--- src/rtl/hm_exp_loader_if.sv ---
// Valid/ready word stream carrying the expansion-ROM image into the loader.
interface hm_exp_loader_if;
   logic [31:0] s_data;
   logic        s_valid;
   logic        s_ready;

   modport master (output s_data, output s_valid, input s_ready);
   modport slave  (input s_data, input s_valid, output s_ready);
endinterface

--- src/rtl/hm_exp_loader.sv ---
// Writes a streamed expansion-ROM image into the low/high dword banks and validates
// its signature, size byte and byte checksum before declaring the ROM ready.
module hm_exp_loader #(
   parameter int unsigned MAX_DW = 2048
) (
   input  logic                 trn_clk,
   input  logic                 sys_rst,
   input  logic                 start,
   input  logic [11:0]          len_dw,
   hm_exp_loader_if.slave       s,
   output logic                 mem_l_we,
   output logic [9:0]           mem_l_addr,
   output logic [31:0]          mem_l_data,
   output logic                 mem_h_we,
   output logic [9:0]           mem_h_addr,
   output logic [31:0]          mem_h_data,
   input  logic                 read_exp,
   output logic                 busy,
   output logic                 done,
   output logic                 rom_ready,
   output logic                 err_len,
   output logic                 err_sig,
   output logic                 err_sum,
   output logic [15:0]          exp_read_cnt
);

   typedef enum logic [1:0] {StIdle, StLoad, StCheck, StReady} state_e;

   localparam logic [12:0] MaxDw = 13'(MAX_DW);

   state_e      state;
   logic [11:0] wc;
   logic [11:0] len_q;
   logic [7:0]  sum;

   logic        hs;
   logic [7:0]  word_sum;
   logic        len_bad;
   logic        size_bad;

   assign s.s_ready = (state == StLoad) && (wc < len_q);
   assign hs        = s.s_valid && s.s_ready;
   assign word_sum  = s.s_data[7:0] + s.s_data[15:8] + s.s_data[23:16] + s.s_data[31:24];
   assign len_bad   = (len_dw == 12'd0) || ({1'b0, len_dw} > MaxDw);
   // Size byte counts 512-byte blocks, i.e. 128 dwords each.
   assign size_bad  = {s.s_data[23:16], 7'd0} != {3'd0, len_q};
   assign busy      = (state == StLoad) || (state == StCheck);

   always_ff @(posedge trn_clk) begin
      if (sys_rst) begin
         state        <= StIdle;
         wc           <= '0;
         len_q        <= '0;
         sum          <= '0;
         mem_l_we     <= 1'b0;
         mem_l_addr   <= '0;
         mem_l_data   <= '0;
         mem_h_we     <= 1'b0;
         mem_h_addr   <= '0;
         mem_h_data   <= '0;
         done         <= 1'b0;
         rom_ready    <= 1'b0;
         err_len      <= 1'b0;
         err_sig      <= 1'b0;
         err_sum      <= 1'b0;
         exp_read_cnt <= '0;
      end else begin
         done     <= 1'b0;
         mem_l_we <= 1'b0;
         mem_h_we <= 1'b0;
         case (state)
            StIdle, StReady: begin
               if (start) begin
                  rom_ready    <= 1'b0;
                  err_len      <= 1'b0;
                  err_sig      <= 1'b0;
                  err_sum      <= 1'b0;
                  wc           <= '0;
                  sum          <= '0;
                  exp_read_cnt <= '0;
                  len_q        <= len_dw;
                  if (len_bad) begin
                     err_len <= 1'b1;
                     done    <= 1'b1;
                     state   <= StIdle;
                  end else begin
                     state   <= StLoad;
                  end
               end else if (state == StReady && read_exp && exp_read_cnt != 16'hFFFF) begin
                  exp_read_cnt <= exp_read_cnt + 16'd1;
               end
            end
            StLoad: begin
               if (hs) begin
                  wc  <= wc + 12'd1;
                  sum <= sum + word_sum;
                  if (wc[0]) begin
                     mem_h_we   <= 1'b1;
                     mem_h_addr <= wc[10:1];
                     mem_h_data <= s.s_data;
                  end else begin
                     mem_l_we   <= 1'b1;
                     mem_l_addr <= wc[10:1];
                     mem_l_data <= s.s_data;
                  end
                  if (wc == 12'd0) begin
                     if (s.s_data[15:0] != 16'hAA55) err_sig <= 1'b1;
                     if (size_bad)                   err_len <= 1'b1;
                  end
                  if (wc == len_q - 12'd1) state <= StCheck;
               end
            end
            StCheck: begin
               err_sum <= (sum != 8'd0);
               done    <= 1'b1;
               if (!err_len && !err_sig && sum == 8'd0) begin
                  rom_ready <= 1'b1;
                  state     <= StReady;
               end else begin
                  state     <= StIdle;
               end
            end
            default: state <= StIdle;
         endcase
      end
   end

endmodule

--- src/flat_wrapper.sv ---
// flat-port wrapper written by rule: the top's interface ports become plain ports
module hm_exp_loader_flat 
#(
   parameter int unsigned MAX_DW = 2048
)
  (trn_clk, sys_rst, start, len_dw, mem_l_we, mem_l_addr, mem_l_data, mem_h_we, mem_h_addr, mem_h_data, read_exp, busy, done, rom_ready, err_len, err_sig, err_sum, exp_read_cnt, s_s_data, s_s_valid, s_s_ready);
  hm_exp_loader_if s_i ();
  input  logic trn_clk;
  input  logic sys_rst;
  input  logic start;
  input  logic [11:0] len_dw;
  output logic mem_l_we;
  output logic [9:0] mem_l_addr;
  output logic [31:0] mem_l_data;
  output logic mem_h_we;
  output logic [9:0] mem_h_addr;
  output logic [31:0] mem_h_data;
  input  logic read_exp;
  output logic busy;
  output logic done;
  output logic rom_ready;
  output logic err_len;
  output logic err_sig;
  output logic err_sum;
  output logic [15:0] exp_read_cnt;
  input wire logic [$bits(s_i.s_data)-1:0] s_s_data;
  input wire logic [$bits(s_i.s_valid)-1:0] s_s_valid;
  output wire logic [$bits(s_i.s_ready)-1:0] s_s_ready;
  assign s_i.s_data = s_s_data;
  assign s_i.s_valid = s_s_valid;
  assign s_s_ready = s_i.s_ready;
  hm_exp_loader #(.MAX_DW(MAX_DW)) u_core (.trn_clk(trn_clk), .sys_rst(sys_rst), .start(start), .len_dw(len_dw), .s(s_i), .mem_l_we(mem_l_we), .mem_l_addr(mem_l_addr), .mem_l_data(mem_l_data), .mem_h_we(mem_h_we), .mem_h_addr(mem_h_addr), .mem_h_data(mem_h_data), .read_exp(read_exp), .busy(busy), .done(done), .rom_ready(rom_ready), .err_len(err_len), .err_sig(err_sig), .err_sum(err_sum), .exp_read_cnt(exp_read_cnt));
endmodule
--- config.mk ---
export PLATFORM = sky130hd
export DESIGN_NAME = hm_exp_loader_flat
export DESIGN_NICKNAME = d
export VERILOG_FILES = /design/src/rtl/hm_exp_loader_if.sv /design/src/rtl/hm_exp_loader.sv /design/src/flat_wrapper.sv
export SDC_FILE = /design/constraint.sdc
export NUM_CORES = 1
export LEC_CHECK = 0
export ABC_AREA = 1
export CAP_MARGIN = 20
export CORE_UTILIZATION = 24
export CTS_CLUSTER_DIAMETER = 50
export DETAILED_ROUTE_END_ITERATION = 7
export PLACE_DENSITY = 0.49
export SETUP_SLACK_MARGIN = 0.05
export SYNTH_ARGS = -nofsm -noshare
export SYNTH_HDL_FRONTEND = slang
export SYNTH_SLANG_ARGS = --single-unit
--- constraint.sdc ---
create_clock -name trn_clk -period 3.81 [get_ports trn_clk]
set_input_delay 0.381 -clock trn_clk [delete_from_list [all_inputs] [get_ports trn_clk]]
set_output_delay 0.381 -clock trn_clk [all_outputs]
set_load 0.005 [all_outputs]
Word level (Yosys, flattened, before mapping)
Index checks and enable logic that the tools add are counted.

cells by class
  $add $sub $neg = 7
  order comparisons = 2
  equality and inequality tests = 14
  mux-type cells = 32
  bitwise operators = 3
  reduce and logical (&&, ||, !) cells = 30

operator list
  cell                                                                  count
  8-bit adder                                                           4
  16-bit two-way mux                                                    2
  16-bit != test, second input constant                                 2
  12-bit zero test                                                      2
  12-bit two-way mux                                                    2
  12-bit one-hot mux with 2 select lines                                1
  16-bit by 1-bit adder with 16-bit output, second input constant       1
  8-bit two-way mux                                                     2
  8-bit one-hot mux with 2 select lines                                 1
  15-bit by 12-bit != test with 1-bit output                            1
  3-bit AND reduction                                                   5
  1-bit two-way mux                                                     14
  12-bit by 1-bit adder with 12-bit output, second input constant       1
  12-bit == test                                                        1
  12-bit > comparator, second input constant                            1
  12-bit < comparator                                                   1
  12-bit by 1-bit subtractor with 12-bit output, second input constant  1
  2-bit != test, second input constant                                  5
  1-bit one-hot mux with 2 select lines                                 5
  5-bit AND reduction                                                   2
  8-bit zero test                                                       1
  2-bit two-way mux                                                     4
  8-bit nonzero test                                                    1
  1-bit logical AND                                                     6
  12 further kinds                                                      22

storage, ports and cells
  flip-flop bits (word level) = 141
  bits of input ports = 49
  output and inout bits = 109
  logic and storage cells = 104

Longest topological paths before layout
  depth in word-level cells = 6
  gate-level depth with buffers = 18
  depth with buffers taken out = 18

Least setup slack after synthesis
Ideal clock, no wire load.

  path kind = input to register
  start = in s_s_data[1]
  end = reg u_core.sum[7]
  setup time = 114 ps
  arrival time = 3226 ps
  data required time = 3696 ps
  path slack = 470 ps
  stages on the path = 18
  path through = inv_1 > fa_1 > fa_1 > fa_1 > inv_1 > ha_1 > inv_1 > fa_1 > inv_1 > a21oi_1 > o21ai_0 > nand2_1 > nand2_1 > a21oi_1 > inv_1 > nand2_1 > nand4_1 > nand2_1

on the way
  longest elaborated chain between the ends = 6

ends and longest elaborated chain
  item                                   RTL line             source
  start: declaration                     flat_wrapper.sv:26   input wire logic [$bits(s_i.s_data)-1:0] s_s_data;
  8-bit adder (3 in a row)               hm_exp_loader.sv:43  assign word_sum = s.s_data[7:0] + s.s_data[15:8] + s.s_data[23:16] + s.s_data[31:24];
  8-bit adder                            hm_exp_loader.sv:96  sum <= sum + word_sum;
  8-bit two-way mux                      hm_exp_loader.sv:94  if (hs) begin
  8-bit one-hot mux with 2 select lines  hm_exp_loader.sv:71  case (state)
  end signal: assignment                 hm_exp_loader.sv:96
  end: declaration                       hm_exp_loader.sv:34  logic [7:0] sum;

No other way between the ends. The select of a mux whose other input is x is not followed.
A chain may end at the register's enable or synchronous reset.

Worst setup path after layout
  start = in s_s_data[17]
  end = reg u_core.sum[7]

on the way
  longest elaborated chain between the ends = 5

ends and longest elaborated chain
  item                                   RTL line
  8-bit adder (2 in a row)               hm_exp_loader.sv:43
  8-bit adder                            hm_exp_loader.sv:96
  8-bit two-way mux                      hm_exp_loader.sv:94
  8-bit one-hot mux with 2 select lines  hm_exp_loader.sv:71

No other way between the ends. The select of a mux whose other input is x is not followed.

==> results.yml <==
timing:
  relSlewSlack_pct: 41.7
  period_minus_slack_ns: 3.55
  fin_crit_sh_pct: 93.2
  max_freq_mhz: 282
  hold_viol_final: 0
  whs_ns: 0.461
  setup_viol: 0
  worstMarginPinSlew_ns: 0.870
  slew_violations: 0
  clock_skew_ns: 0.0118
  tns_ns: 0
  rsz0062_at_grt: "yes"
setup_path:
  worstPathRequired_ns: 4.18
  cp.arrival_ns: 3.92
  cp_max_fo: 3
  critPathKind: "input pin to flop"
  start_kind: "input pin"
  cp-end-kind: "flop"
synth:
  synthCells: 1006
  yosysTopAreaCellShare_pct: 38.3
  yosys_warnings: 0
  synth_enable_flop_cells: 0
  synth_nets: 1102
  ys_seq_area_share_pct: 38.3
  syn_area_mm2: 0.00738
  syn_area_per_cell_um2: 7.33
  yosys.area.top_type: "dfxtp_1"
  synth_cell_types: 36
  synthFlopType: "dfxtp_1"
  synth.area.top_cells: "dfxtp_1 38%, nand2_1 8.6%, a21oi_1 8.3%"
  synthArstFlopShare_pct: 0
  ys_ff_latch: 141
hold_path:
  worstHoldPathType: "flop to flop"
clocking:
  hold_buffers: 0
  cts.path.max_buffers: 2
  cts_root_buffer: "clkbuf_16"
  cts_htree_levels: 4
  numCtsBuffers: 17
  post_cts_buffers: 0
  cts.sinks: 141
  clock_latency_ns: 0.43
  clk_pin_slew_ns: 0.06
  cts_tree: "done"
die:
  core_mm2: 0.0300
  io_pins: 158
  die_w_um: 177
  die_area_mm2: 0.0314
  rows: 63
  die_h_um: 177
  initial_utilization_pct: 24.6
layout:
  finish.utilization_pct: 33.6
  final_net_count: 1267
  areaGrowthSynthToFinish_pct: 36.4
  drive_gt1_share_pct: 7.19
  insertedDiodeCount: 0
power:
  p_per_area_mw_per_mm2: 500
  vdd_drop_max_v: 0.000273
  power.leakage_nw: 3.97
routing:
  drc_errors: 0
  drtPass1Iterations: 7
  wl_per_cell_um: 16.9
  drt-total-wl_mm: 26.6
  via_per_inst: 4.60
  vias: 7234
  drtAntennaViolNets: 0
  drtIter0Drc: 565
grt:
  grt_use_total_pct: 17.0
  first_global_vias: 6769
  grt_overflow: 0
  grt_pass1_wl_mm: 40.3
  antenna_found_initial: 0
  grt_max_degree: 67
placed_design:
  portBuffers: 157
  place_congestion: 0.868
  place_hpwl_mm: 19.4
flow_run:
  max_cap_violations: 0
run_status:
  status: "finished, final reports clean"
## cell type report
type | count | area [um^2]
sequential | 141 | 2820
inverter | 124 | 465
fill | 3181 | 19900
multi-input combinational | 694 | 3860
timing repair buffer | 193 | 1850
clock buffer | 20 | 447
tap | 390 | 488
clock inverter | 11 | 133
## layer usage
metal / vias up / wire length, um / track usage, %
li1: 3612 / - / -
met4: 0 / 349 / 4.02
met5: - / 0 / 0
met2: 208 / 11300 / 24.3
met3: 22 / 1790 / 4.86
met1: 3392 / 13200 / 24.9
## path summary, 6_finish.rpt
kind	endpoint	cells past startpoint	slack, ns	startpoint
setup / recovery	u_core.sum[7]	19	0.26	s_s_data[17]
hold / removal	u_core.mem_l_data[13]	2	0.46	u_core.mem_l_data[13]
setup reg to reg	u_core.mem_l_addr[4]	11	1.05	u_core.len_q[7]
hold reg to reg	u_core.mem_l_data[13]	2	0.46	u_core.mem_l_data[13]
## cells in the mapped netlist (all sizes together) (20+ instances only)
| library cell | n |
|---|---|
| ha | 27 |
| nand3 | 99 |
| o21ai | 75 |
| nand2 | 170 |
| clkbuf | 26 |
| inv | 123 |
| a21oi | 123 |
| nor2 | 104 |
| fa | 20 |
| xor2 | 22 |
| dfxtp | 141 |
| buf | 21 |
## power by group
group          total (mW)  internal, mW  switching, mW
Sequential           1.69          1.59          0.100
Clock                1.69         0.987          0.702
Combinational        1.65         0.624           1.03
## cell usage in the layout, fill, tap and decap left out, types with 2 or more instances in the layout
master,synthesis,final
nand2_1,169,169
clkdlybuf4s50_1,0,156
dfxtp_1,141,141
a21oi_1,122,120
inv_1,117,116
nor2_1,100,100
nand3_1,99,99
o21ai_0,74,73
buf_4,6,35
ha_1,27,27
xor2_1,22,22
fa_1,20,20
clkbuf_16,0,17
nor3_1,16,16
nand4_1,9,9
nor4_1,8,8
xnor2_1,8,8
inv_2,6,7
inv_6,0,4
nor2_4,2,3
o211ai_1,3,3
a21oi_2,1,3
o21ai_1,1,2
clkbuf_1,26,2
bufinv_16,0,2
clkinv_4,0,2
clkinvlp_4,0,2
## metrics by stage
stage	cells	power [mW]	instance area (um^2)	worst slack (ns)
floorplan	1006	2.79	7380	0.470
global placement	1542	3.36	9480	-0.184
detailed placement	1542	3.35	9480	-0.235
CTS	1573	5.06	10100	0.196
global route	1573	5.38	10100	0.0318
finish	1573	5.03	10100	0.261
## critical path, cell delays in order
cell	delay [ns]
clkdlybuf4s50_1	0.48
inv_1	0.08
fa_1	0.58
fa_1	0.45
fa_1	0.46
inv_1	0.08
ha_1	0.17
inv_1	0.05
fa_1	0.36
inv_1	0.09
a21oi_1	0.07
o21ai_1	0.12
buf_4	0.13
nand2_1	0.04
nand2_1	0.07
a21oi_2	0.06
nand3_1	0.08
nand4_1	0.08
nand2_1	0.08
## cell families (layout without fill, tap and decap cells)
group | after synthesis | in the layout | share of synthesized area, %
AOI/OAI and AO/OA | 205 | 205 | 14.3
buffers and inverters | 171 | 348 | 9.60
and+or+nand+nor | 412 | 412 | 24.3
DFF | 141 | 141 | 38.3
xor gates and xnor gates | 30 | 30 | 3.56
adders and majority gates | 47 | 47 | 10.0
## sequential cells by signal, summed over array words and instances, names as in the netlist, 2 cells and up
register and cells:
u_core.mem_h_addr 10, u_core.mem_h_data 32, u_core.len_q 12, u_core.state 2, u_core.wc 12, u_core.sum 8, u_core.exp_read_cnt 16, u_core.mem_l_data 32
u_core.mem_l_addr 10
## timing repair
action                                 4_1_cts  5_1_grt
setup endpoints to repair                    0        2
resized for setup                            0        3
endpoints found under the hold margin        0        0
(Power assumes the default switching activity.)
